File: src/rtl/keypad_scan.sv
// keypad_scan -- 4x3 matrix keypad scanner with per-frame debounce.
//
// Drives one column low at a time, samples the rows on the last dwell cycle
// of each column, and reduces each 3-column frame to a single key code, or to
// NONE when zero keys or more than one key are down. A debounce FSM
// evaluates each frame result. It accepts a press or a release only after
// DEBOUNCE_FRAMES consecutive agreeing frames.
//
// Optional macro KEYPAD_AUTOREPEAT_EN: while a key is held, the outputs
// blink low for one cycle after REPEAT_DELAY cycles and then every
// REPEAT_PERIOD cycles. Each time they come back, key_valid strobes.
//
// Ports:
//   clk        1 kHz system clock
//   rst        asynchronous, active-high reset
//   key_row    row sense, active-low, bit0 = top row
//   key_col    column drive, active-low one-cold, bit0 = left column
//   keypad     held one-hot digit (bit n = digit n)
//   key_func   bit0 = '*' held, bit1 = '#' held
//   key_code   0-9 digit, 10 '*', 11 '#', 15 none
//   key_valid  one-cycle strobe per accepted press or repeat
module keypad_scan #(
  parameter int DWELL           = 2,
  parameter int DEBOUNCE_FRAMES = 4,
  parameter int REPEAT_DELAY    = 500,
  parameter int REPEAT_PERIOD   = 200
) (
  input  logic       clk,
  input  logic       rst,
  input  logic [3:0] key_row,
  output logic [2:0] key_col,
  output logic [9:0] keypad,
  output logic [1:0] key_func,
  output logic [3:0] key_code,
  output logic       key_valid
);

  localparam int DW_W  = (DWELL > 1) ? $clog2(DWELL) : 1;
  localparam int CNT_W = $clog2(DEBOUNCE_FRAMES + 1);
  localparam logic [DW_W-1:0]  DWELL_LAST = DW_W'(DWELL - 1);
  localparam logic [CNT_W-1:0] CNT_DONE   = CNT_W'(DEBOUNCE_FRAMES);
  localparam logic [3:0]       NONE       = 4'hF;

  typedef enum logic [1:0] {IDLE, PRESS_WAIT, HELD, RELEASE_WAIT} state_e;

  function automatic logic [3:0] key_map(input logic [1:0] r, input logic [1:0] c);
    logic [3:0] k;
    if (r != 2'd3) k = {2'b00, r} * 4'd3 + {2'b00, c} + 4'd1;
    else if (c == 2'd0) k = 4'd10;
    else if (c == 2'd1) k = 4'd0;
    else k = 4'd11;
    return k;
  endfunction

  function automatic logic [9:0] dig_hot(input logic [3:0] k);
    return (k <= 4'd9) ? (10'd1 << k) : 10'd0;
  endfunction

  function automatic logic [1:0] func_hot(input logic [3:0] k);
    return (k == 4'd10) ? 2'b01 : (k == 4'd11) ? 2'b10 : 2'b00;
  endfunction

  state_e           state_q, state_d;
  logic [1:0]       col_idx_q, col_idx_d;
  logic [DW_W-1:0]  dwell_q, dwell_d;
  logic [CNT_W-1:0] cnt_q, cnt_d;
  logic [3:0]       cand_q, cand_d;
  logic [1:0]       hits_q, hits_d;   // keys seen this frame, saturating at 2
  logic [3:0]       acc_q, acc_d;     // code of the first key seen this frame
  logic [2:0]       key_col_q, key_col_d;
  logic [9:0]       keypad_q, keypad_d;
  logic [1:0]       key_func_q, key_func_d;
  logic [3:0]       key_code_q, key_code_d;
  logic             key_valid_q, key_valid_d;

`ifdef KEYPAD_AUTOREPEAT_EN
  localparam int RPT_MAX = (REPEAT_DELAY > REPEAT_PERIOD) ? REPEAT_DELAY : REPEAT_PERIOD;
  localparam int RPT_W   = $clog2(RPT_MAX + 1);
  logic [RPT_W-1:0] rpt_cnt_q, rpt_cnt_d, rpt_next, rpt_thr;
  logic             rpt_first_q, rpt_first_d;  // first repeat already issued
  logic             gap_q, gap_d;              // outputs are in their blank cycle
`else
  localparam int unused_rpt_cfg = REPEAT_DELAY + REPEAT_PERIOD;
`endif

  logic       sample, frame_end;
  logic [2:0] nlow, hit_sum;
  logic [1:0] row_idx, hits_new;
  logic [3:0] code_new, result;
  logic [CNT_W-1:0] cnt_inc;

  always_comb begin
    state_d     = state_q;
    col_idx_d   = col_idx_q;
    dwell_d     = dwell_q;
    cnt_d       = cnt_q;
    cand_d      = cand_q;
    hits_d      = hits_q;
    acc_d       = acc_q;
    keypad_d    = keypad_q;
    key_func_d  = key_func_q;
    key_code_d  = key_code_q;
    key_valid_d = 1'b0;
    result      = NONE;
    cnt_inc     = cnt_q + 1'b1;

    // Column scan: advance column after the sampling cycle.
    sample    = (dwell_q == DWELL_LAST);
    frame_end = sample && (col_idx_q == 2'd2);
    if (sample) begin
      dwell_d   = '0;
      col_idx_d = (col_idx_q == 2'd2) ? 2'd0 : col_idx_q + 2'd1;
    end else begin
      dwell_d = dwell_q + 1'b1;
    end
    key_col_d = ~(3'b001 << col_idx_d);

    // Row sense for the driven column.
    nlow    = '0;
    row_idx = '0;
    for (int r = 0; r < 4; r++) begin
      if (!key_row[r]) begin
        nlow    = nlow + 3'd1;
        row_idx = 2'(r);
      end
    end
    hit_sum  = {1'b0, hits_q} + nlow;
    hits_new = (hit_sum >= 3'd2) ? 2'd2 : hit_sum[1:0];
    code_new = (hits_q == 2'd0 && nlow == 3'd1) ? key_map(row_idx, col_idx_q) : acc_q;

    if (sample) begin
      if (frame_end) begin
        result = (hits_new == 2'd1) ? code_new : NONE;
        hits_d = '0;
        acc_d  = NONE;
      end else begin
        hits_d = hits_new;
        acc_d  = code_new;
      end
    end

`ifdef KEYPAD_AUTOREPEAT_EN
    rpt_cnt_d   = rpt_cnt_q;
    rpt_first_d = rpt_first_q;
    gap_d       = 1'b0;
    rpt_next    = rpt_cnt_q + 1'b1;
    rpt_thr     = rpt_first_q ? RPT_W'(REPEAT_PERIOD) : RPT_W'(REPEAT_DELAY);
    if (gap_q) begin
      keypad_d    = dig_hot(cand_q);
      key_func_d  = func_hot(cand_q);
      key_valid_d = 1'b1;
    end
    // Counter only runs in HELD; RELEASE_WAIT leaves it paused.
    if (state_q == HELD) begin
      if (rpt_next == rpt_thr) begin
        keypad_d    = '0;
        key_func_d  = '0;
        gap_d       = 1'b1;
        rpt_cnt_d   = '0;
        rpt_first_d = 1'b1;
      end else begin
        rpt_cnt_d = rpt_next;
      end
    end
`endif

    if (frame_end) begin
      unique case (state_q)
        IDLE: if (result != NONE) begin
          cand_d  = result;
          cnt_d   = CNT_W'(1);
          state_d = PRESS_WAIT;
        end
        PRESS_WAIT: begin
          if (result == cand_q) begin
            cnt_d = cnt_inc;
            if (cnt_inc == CNT_DONE) begin
              state_d     = HELD;
              keypad_d    = dig_hot(cand_q);
              key_func_d  = func_hot(cand_q);
              key_code_d  = cand_q;
              key_valid_d = 1'b1;
`ifdef KEYPAD_AUTOREPEAT_EN
              rpt_cnt_d   = '0;
              rpt_first_d = 1'b0;
              gap_d       = 1'b0;
`endif
            end
          end else if (result == NONE) begin
            state_d = IDLE;
          end else begin
            cand_d = result;
            cnt_d  = CNT_W'(1);
          end
        end
        HELD: if (result != cand_q) begin
          state_d = RELEASE_WAIT;
          cnt_d   = CNT_W'(1);
        end
        RELEASE_WAIT: begin
          if (result == cand_q) begin
            state_d = HELD;
          end else begin
            cnt_d = cnt_inc;
            if (cnt_inc == CNT_DONE) begin
              state_d     = IDLE;
              keypad_d    = '0;
              key_func_d  = '0;
              key_code_d  = NONE;
              key_valid_d = 1'b0;
`ifdef KEYPAD_AUTOREPEAT_EN
              rpt_cnt_d   = '0;
              rpt_first_d = 1'b0;
              gap_d       = 1'b0;
`endif
            end
          end
        end
        default: state_d = IDLE;
      endcase
    end
  end

  always_ff @(posedge clk or posedge rst) begin
    if (rst) begin
      state_q     <= IDLE;
      col_idx_q   <= '0;
      dwell_q     <= '0;
      cnt_q       <= '0;
      cand_q      <= NONE;
      hits_q      <= '0;
      acc_q       <= NONE;
      key_col_q   <= 3'b110;
      keypad_q    <= '0;
      key_func_q  <= '0;
      key_code_q  <= NONE;
      key_valid_q <= 1'b0;
`ifdef KEYPAD_AUTOREPEAT_EN
      rpt_cnt_q   <= '0;
      rpt_first_q <= 1'b0;
      gap_q       <= 1'b0;
`endif
    end else begin
      state_q     <= state_d;
      col_idx_q   <= col_idx_d;
      dwell_q     <= dwell_d;
      cnt_q       <= cnt_d;
      cand_q      <= cand_d;
      hits_q      <= hits_d;
      acc_q       <= acc_d;
      key_col_q   <= key_col_d;
      keypad_q    <= keypad_d;
      key_func_q  <= key_func_d;
      key_code_q  <= key_code_d;
      key_valid_q <= key_valid_d;
`ifdef KEYPAD_AUTOREPEAT_EN
      rpt_cnt_q   <= rpt_cnt_d;
      rpt_first_q <= rpt_first_d;
      gap_q       <= gap_d;
`endif
    end
  end

  assign key_col   = key_col_q;
  assign keypad    = keypad_q;
  assign key_func  = key_func_q;
  assign key_code  = key_code_q;
  assign key_valid = key_valid_q;

endmodule

File: config.mk
export PLATFORM = sky130hd
export DESIGN_NAME = keypad_scan
export DESIGN_NICKNAME = d
export VERILOG_FILES = /design/src/rtl/keypad_scan.sv
export SDC_FILE = /design/constraint.sdc
export NUM_CORES = 1
export LEC_CHECK = 0
export CAP_MARGIN = 20
export CORE_MARGIN = 2
export CORE_UTILIZATION = 55
export CTS_CLUSTER_SIZE = 25
export DETAILED_ROUTE_END_ITERATION = 10
export GPL_ROUTABILITY_DRIVEN = 0
export HOLD_SLACK_MARGIN = 0.08
export PLACE_DENSITY = 0.76
export SLEW_MARGIN = 30
export SYNTH_ARGS = -nofsm -noshare
export SYNTH_HDL_FRONTEND = slang
export SYNTH_SLANG_ARGS = --single-unit
File: constraint.sdc
create_clock -name clk -period 4.2 [get_ports clk]
set_input_delay 0.84 -clock clk [delete_from_list [all_inputs] [get_ports clk]]
set_output_delay 0.84 -clock clk [all_outputs]
set_load 0.05 [all_outputs]
# [After elaboration in Yosys (flattened, before gate mapping)]
# Cells that the tools add are included.
[word_totals] register_bits=38 input_bits=6 output_inout_bits=20 word_cells=124
[classes] n_addsub=9 n_mul=1 magnitude_cmp=2 n_eq_ne=27 n_shift=2 muxes=59 bitwise_logic=1 n_reduce_logical=11
[op_table] operator="two-way mux 4 bit" count=15
[op_table] operator="two-way mux 10 bit" count=5
[op_table] operator="two-way mux 2 bit" count=18
[op_table] operator="two-way mux 3 bit" count=8
[op_table] operator="case mux 10 bit (2 select lines)" count=1
[op_table] operator="inequality test 2 bit, second input constant" count=9
[op_table] operator="case mux 4 bit (2 select lines)" count=2
[op_table] operator="adder 3 x 1 -> 3 bit, second input constant" count=4
[op_table] operator="equality test 4 bit, second input constant" count=3
[op_table] operator="inequality test 3 bit, second input constant" count=4
[op_table] operator="case mux 3 bit (4 select lines)" count=1
[op_table] operator="AND reduction 6 bit" count=2
[op_table] operator="AND reduction 5 bit" count=2
[op_table] operator="left shift 1 x 4 -> 10 bit, first input constant" count=1
[op_table] operator="case mux 2 bit (4 select lines)" count=1
[op_table] operator="two-way mux 1 bit" count=7
[op_table] operator="equality test 2 x 1 -> 1 bit, second input constant" count=3
[op_table] operator="equality test 2 bit, second input constant" count=3
[op_table] operator="logical NOT 2 bit" count=3
[op_table] operator="adder 4 x 1 -> 4 bit, second input constant" count=1
[op_table] operator="adder 4 x 2 -> 4 bit" count=1
[op_table] operator="equality test 4 bit" count=1
[op_table] operator="<= comparator 4 bit, second input constant" count=1
[op_table] operator="multiplier 2 x 2 -> 4 bit, second input constant" count=1
[op_table] operator="other kinds (13)" count=15

# [Longest topological paths before layout]
[depth] word_depth=18 ltp_mapped=17

# [Least setup slack after synthesis]
# No wires, ideal clock.
[synth_timing] path_type="input to register" from="in key_row[0]" to="reg cnt_q[1]" setup_ns=0.122 t_arrival_ns=4.070 setup_slack_ns=0.009 cell_stages=17 path_buffers=3 path_cell_list="inv_1 ha_1 xnor2_2 xnor2_1 ha_1 inv_1 fa_1 xor3_1 and3_1 buf_2 a31o_2 o311ai_2 and4_4 buf_6 or2_1 buf_6 a32o_1"
[synth_via] elab_chain_cells=17 elab_cells_between_ends=28 classes_between="4 x add/sub; 1 x order compare; 10 x eq/ne; 11 x mux; 2 x reduce/logical"
[synth_rtl] item="start: declaration" line_no="30" rtl="input logic [3:0] key_row,"
[synth_rtl] item="two-way mux 1 bit *" line_no="122" rtl="if (!key_row[r]) begin"
[synth_rtl] item="adder 3 x 1 -> 3 bit" line_no="123" rtl="nlow = nlow + 3'd1;"
[synth_rtl] item="two-way mux 3 bit *" line_no="122"
[synth_rtl] item="adder 3 x 1 -> 3 bit" line_no="123"
[synth_rtl] item="two-way mux 3 bit *" line_no="122"
[synth_rtl] item="adder 3 x 1 -> 3 bit" line_no="123"
[synth_rtl] item="two-way mux 3 bit *" line_no="122"
[synth_rtl] item="adder 2 x 3 -> 3 bit" line_no="127" rtl="hit_sum = {1'b0, hits_q} + nlow;"
[synth_rtl] item="greater-or-equal comparator 3 x 2 -> 1 bit" line_no="128" rtl="hits_new = (hit_sum >= 3'd2) ? 2'd2 : hit_sum[1:0];"
[synth_rtl] item="two-way mux 2 bit" line_no="128"
[synth_rtl] item="equality test 2 x 1 -> 1 bit" line_no="133" rtl="result = (hits_new == 2'd1) ? code_new : NONE;"
[synth_rtl] item="two-way mux 4 bit *" line_no="133"
[synth_rtl] item="two-way mux 4 bit *" line_no="132" rtl="if (frame_end) begin"
[synth_rtl] item="two-way mux 4 bit *" line_no="131" rtl="if (sample) begin"
[synth_rtl] item="equality test 4 bit (tied with other cells)" line_no="175, 201"
[synth_rtl] item="inequality test 3 bit (no line) (tied with other cells)"
[synth_rtl] item="AND reduction 5 bit (no line) / case mux 3 bit (4 select lines) (equally long branches)"
[synth_rtl] item="end signal: assignment" line_no="247" rtl="cnt_q <= cnt_d;"
[synth_rtl] item="end: declaration" line_no="66" rtl="logic [CNT_W-1:0] cnt_q, cnt_d;"
# Every way passes the cells marked *; elsewhere a longest branch is shown, timed or not.
# A chain may end at the register's enable or synchronous reset.

# [Worst setup path in the final report]
[layout_timing] from="in key_row[0]" to="reg key_code_q[1] (netlist: key_code[1])"
[layout_via] elab_chain_cells=17 elab_cells_between_ends=21 classes_between="4 x add/sub; 1 x order compare; 5 x eq/ne; 9 x mux; 2 x reduce/logical"
[layout_rtl] item="two-way mux 1 bit *" line_no="122"
[layout_rtl] item="adder 3 x 1 -> 3 bit" line_no="123"
[layout_rtl] item="two-way mux 3 bit *" line_no="122"
[layout_rtl] item="adder 3 x 1 -> 3 bit" line_no="123"
[layout_rtl] item="two-way mux 3 bit *" line_no="122"
[layout_rtl] item="adder 3 x 1 -> 3 bit" line_no="123"
[layout_rtl] item="two-way mux 3 bit *" line_no="122"
[layout_rtl] item="adder 2 x 3 -> 3 bit" line_no="127"
[layout_rtl] item="greater-or-equal comparator 3 x 2 -> 1 bit" line_no="128"
[layout_rtl] item="two-way mux 2 bit" line_no="128"
[layout_rtl] item="equality test 2 x 1 -> 1 bit" line_no="133"
[layout_rtl] item="two-way mux 4 bit *" line_no="133"
[layout_rtl] item="two-way mux 4 bit *" line_no="132"
[layout_rtl] item="two-way mux 4 bit *" line_no="131"
[layout_rtl] item="equality test 4 bit *" line_no="175, 201"
[layout_rtl] item="inequality test 2 bit (no line)"
[layout_rtl] item="AND reduction 6 bit (no line) *"
[layout_rtl] item="end signal: assignment" line_no="254" rtl="key_code_q <= key_code_d;"
[layout_rtl] item="end: declaration" line_no="73" rtl="logic [3:0] key_code_q, key_code_d;"
# Marks and branches as above.

==> flow_summary.json <==
{
  "outcome": "complete, no violations",
  "wirelength_mm": 6.40,
  "min_period_ns": 4.16,
  "netlist.area_leader.share": 0.235,
  "setup_viol": 0,
  "p_leak_nw": 1.55,
  "hold_viol": 0,
  "pin_count": 26,
  "maxSlewHeadroom": 0.571,
  "ys_top_cells_by_count": "dfrtp_1, nand2_1, inv_1, nor2_1, dfstp_2",
  "postSynthCellCount": 253,
  "synth.most_common_cell": "dfrtp_1",
  "cts_buffer_depth": 2,
  "required_ns": 4.43,
  "antenna_found_initial": 0,
  "min_path_cells": 1,
  "fp.dieArea_sq_mm": 0.00520,
  "initial_utilization": 0.578,
  "syn_to_final_growth_pct": 36.6,
  "drt_pass1_iterations": 4,
  "syn_area_per_cell_sq_um": 10.1,
  "cp-startpoint": "key_row[0]",
  "grt_pass1_wl_mm": 10.0,
  "placementRows": 24,
  "multi_input_area_sq_mm": 0.00162,
  "r2r_end": "keypad[5]$_DFFE_PP0P_",
  "grt_usage": 0.248,
  "vdd_ir_drop_max_uv": 259,
  "route.antenna.remaining_nets": 0,
  "hold_path_class": "register to register",
  "syn-num-nets": 272,
  "dp_hpwl_mm": 4.43,
  "crit_arrival_ns": 4.39,
  "seq_area_sq_um": 968,
  "cts_tree": "yes",
  "crit_type": "input port to register",
  "antenna_cells": 0,
  "via_per_inst": 6.08,
  "globalRoute.totalOverflow": 0,
  "core_area_sq_mm": 0.00441,
  "drtIter0Drc": 144,
  "die_y_um": 72.1,
  "fin_worst_skew_ns": 0.0190,
  "synth_seq_area_share": 0.380,
  "hold_ws_ns": 0.489,
  "nFillCells": 276,
  "cp-start-kind": "input port",
  "grt_max_degree": 39,
  "cts_buffers": 5,
  "cts_root_buffer": "clkbuf_8",
  "avgRoutedWirePerCell_um": 17.1,
  "slew_viol_final": 0,
  "drive_above_1_share": 0.342,
  "fmax_ghz": 0.241,
  "die_w_um": 72.1,
  "tightest_slew_ns": 0.642,
  "pre_cts_slack_ns": -0.570,
  "cap_viol_max_count": 0,
  "num-nets-final": 340,
  "timing.rr.start": "col_idx_q[1]$_DFF_PP0_",
  "clkLatencyLatePin_ns": 0.31,
  "async_reset_ff_frac": 1.00,
  "r2r_cells": 11,
  "ys_warn_count": 0,
  "ff2ff_setup_slack_ns": 0.86,
  "synth-seq-cells": 38,
  "synth_edf_count": 0,
  "synth_cell_types": 65,
  "critPathCaptureType": "register",
  "cts.sinks": 38,
  "synthTopCellsByArea": "dfrtp_1, dfstp_2, ha_1",
  "p_per_area_mw_per_mm2": 292,
  "htreeDepth": 2,
  "drcViolationCount": 0,
  "path_clk_slew_ns": 0.08,
  "syn-cell-area_sq_mm": 0.00255,
  "yosysTopAreaCell": "dfrtp_1",
  "fin_crit_sh": 0.990,
  "vias": 2273,
  "cp-endpoint": "key_code[1]$_DFFE_PP1P_",
  "synthFlopType": "dfrtp_1",
  "setup_ws_ns": 0.0427,
  "first_global_vias": 2151,
  "worstPathMaxFanout": 6,
  "io_buffers": 25
}
[layout make-up]
cell class	count	area share
clock buffer	5	0.0197
clock inverter	3	0.0197
multi-input combinational	185	0.464
inverter	17	0.0183
tap	52	0.0187
timing repair buffer	74	0.182
sequential	38	0.278
[layout by cell type, fill, tap and decap left out, drive strengths merged, types with 5 or more instances in the layout]
| master | n |
|---|---|
| a21oi | 7 |
| and3 | 6 |
| buf | 49 |
| clkbuf | 5 |
| clkdlybuf4s50 | 24 |
| dfrtp | 24 |
| dfstp | 14 |
| ha | 10 |
| inv | 17 |
| mux2i | 7 |
| nand2 | 19 |
| nand3 | 8 |
| nand4 | 7 |
| nor2 | 15 |
| o211ai | 10 |
| o21ai | 8 |
| o2bb2ai | 13 |
[how the worst min path moves through the flow]
stage / startpoint / endpoint / slack (ns)
6_report: keypad[7]$_DFFE_PP0P_ / keypad[7]$_DFFE_PP0P_ / 0.49
4_1_cts: keypad[7]$_DFFE_PP0P_ / keypad[7]$_DFFE_PP0P_ / 0.50
3_5_place_dp: keypad[7]$_DFFE_PP0P_ / keypad[7]$_DFFE_PP0P_ / 0.47
3_3_place_gp: keypad[7]$_DFFE_PP0P_ / keypad[7]$_DFFE_PP0P_ / 0.47
2_1_floorplan: cnt_q[2]$_DFFE_PP0P_ / cnt_q[2]$_DFFE_PP0P_ / 0.48
5_1_grt: keypad[3]$_DFFE_PP0P_ / keypad[3]$_DFFE_PP0P_ / 0.53
[cells by family after synthesis]
group                    synth area share
flip-flops                          0.380
XOR/XNOR                           0.0432
AND/OR/NAND/NOR                     0.175
AO/OA/AOI/OAI                       0.239
buffers and inverters              0.0544
adder cells (fa/ha/maj)            0.0765
multiplexers                       0.0319
[what timing repair did]
| item | in CTS | in global routing |
|---|---|---|
| hold buffers | 0 | 0 |
| cloned | 0 | 0 |
| pin swaps | 8 | 20 |
| setup buffers | 1 | 4 |
| setup endpoints to repair | 24 | 23 |
| resized for setup | 11 | 21 |
[critical path: stages]
cell,delay [ns]
clkdlybuf4s50_1,0.51
inv_1,0.09
ha_4,0.27
xnor2_4,0.22
ha_4,0.24
or2_1,0.24
o211a_4,0.28
nor3_4,0.31
mux2i_2,0.39
o311ai_4,0.15
and4_4,0.26
or2_4,0.25
buf_4,0.15
o21a_1,0.16
[sequential cells by signal, summed over array words and instances (netlist names), named ones only]
| register | flops |
|---|---|
| keypad | 10 |
| dwell_q | 1 |
| hits_q | 2 |
| key_valid | 1 |
| key_code | 4 |
| acc_q | 4 |
| cnt_q | 3 |
| key_col | 3 |
| col_idx_q | 2 |
| state_q | 1 |
| key_func | 2 |
| cand_q | 4 |
[per-stage QoR]
stage / std cells / power [mW] / TNS [ns] / instance area (sq um) / util
CTS: 370 / 0.983 / 0 / 3330 / 0.754
global placement: 361 / 0.587 / -8.77 / 3130 / 0.710
floorplan: 253 / 0.513 / 0 / 2550 / -
global route: 374 / 1.05 / -1.18 / 3490 / 0.790
detailed placement: 361 / 0.592 / -12.36 / 3130 / 0.710
finish: 374 / 1.02 / 0 / 3490 / 0.790
[routing by layer]
metal / GRT usage / wire (um) / vias to the layer above / part of all wire
li1: - / - / 1082 / -
met1: 0.356 / 2950 / 1097 / 0.46
met2: 0.380 / 2880 / 83 / 0.45
met3: 0.0472 / 450 / 11 / 0.070
met4: 0.0797 / 119 / 0 / 0.019
met5: 0 / 0 / - / 0
[where the power goes]
group | switching (mW) | internal (mW) | total (mW)
Sequential | 0.00853 | 0.374 | 0.383
Combinational | 0.123 | 0.131 | 0.254
Clock | 0.145 | 0.238 | 0.383
Total | 0.276 | 0.743 | 1.02
No activity file was read; power rests on OpenSTA's default activity.
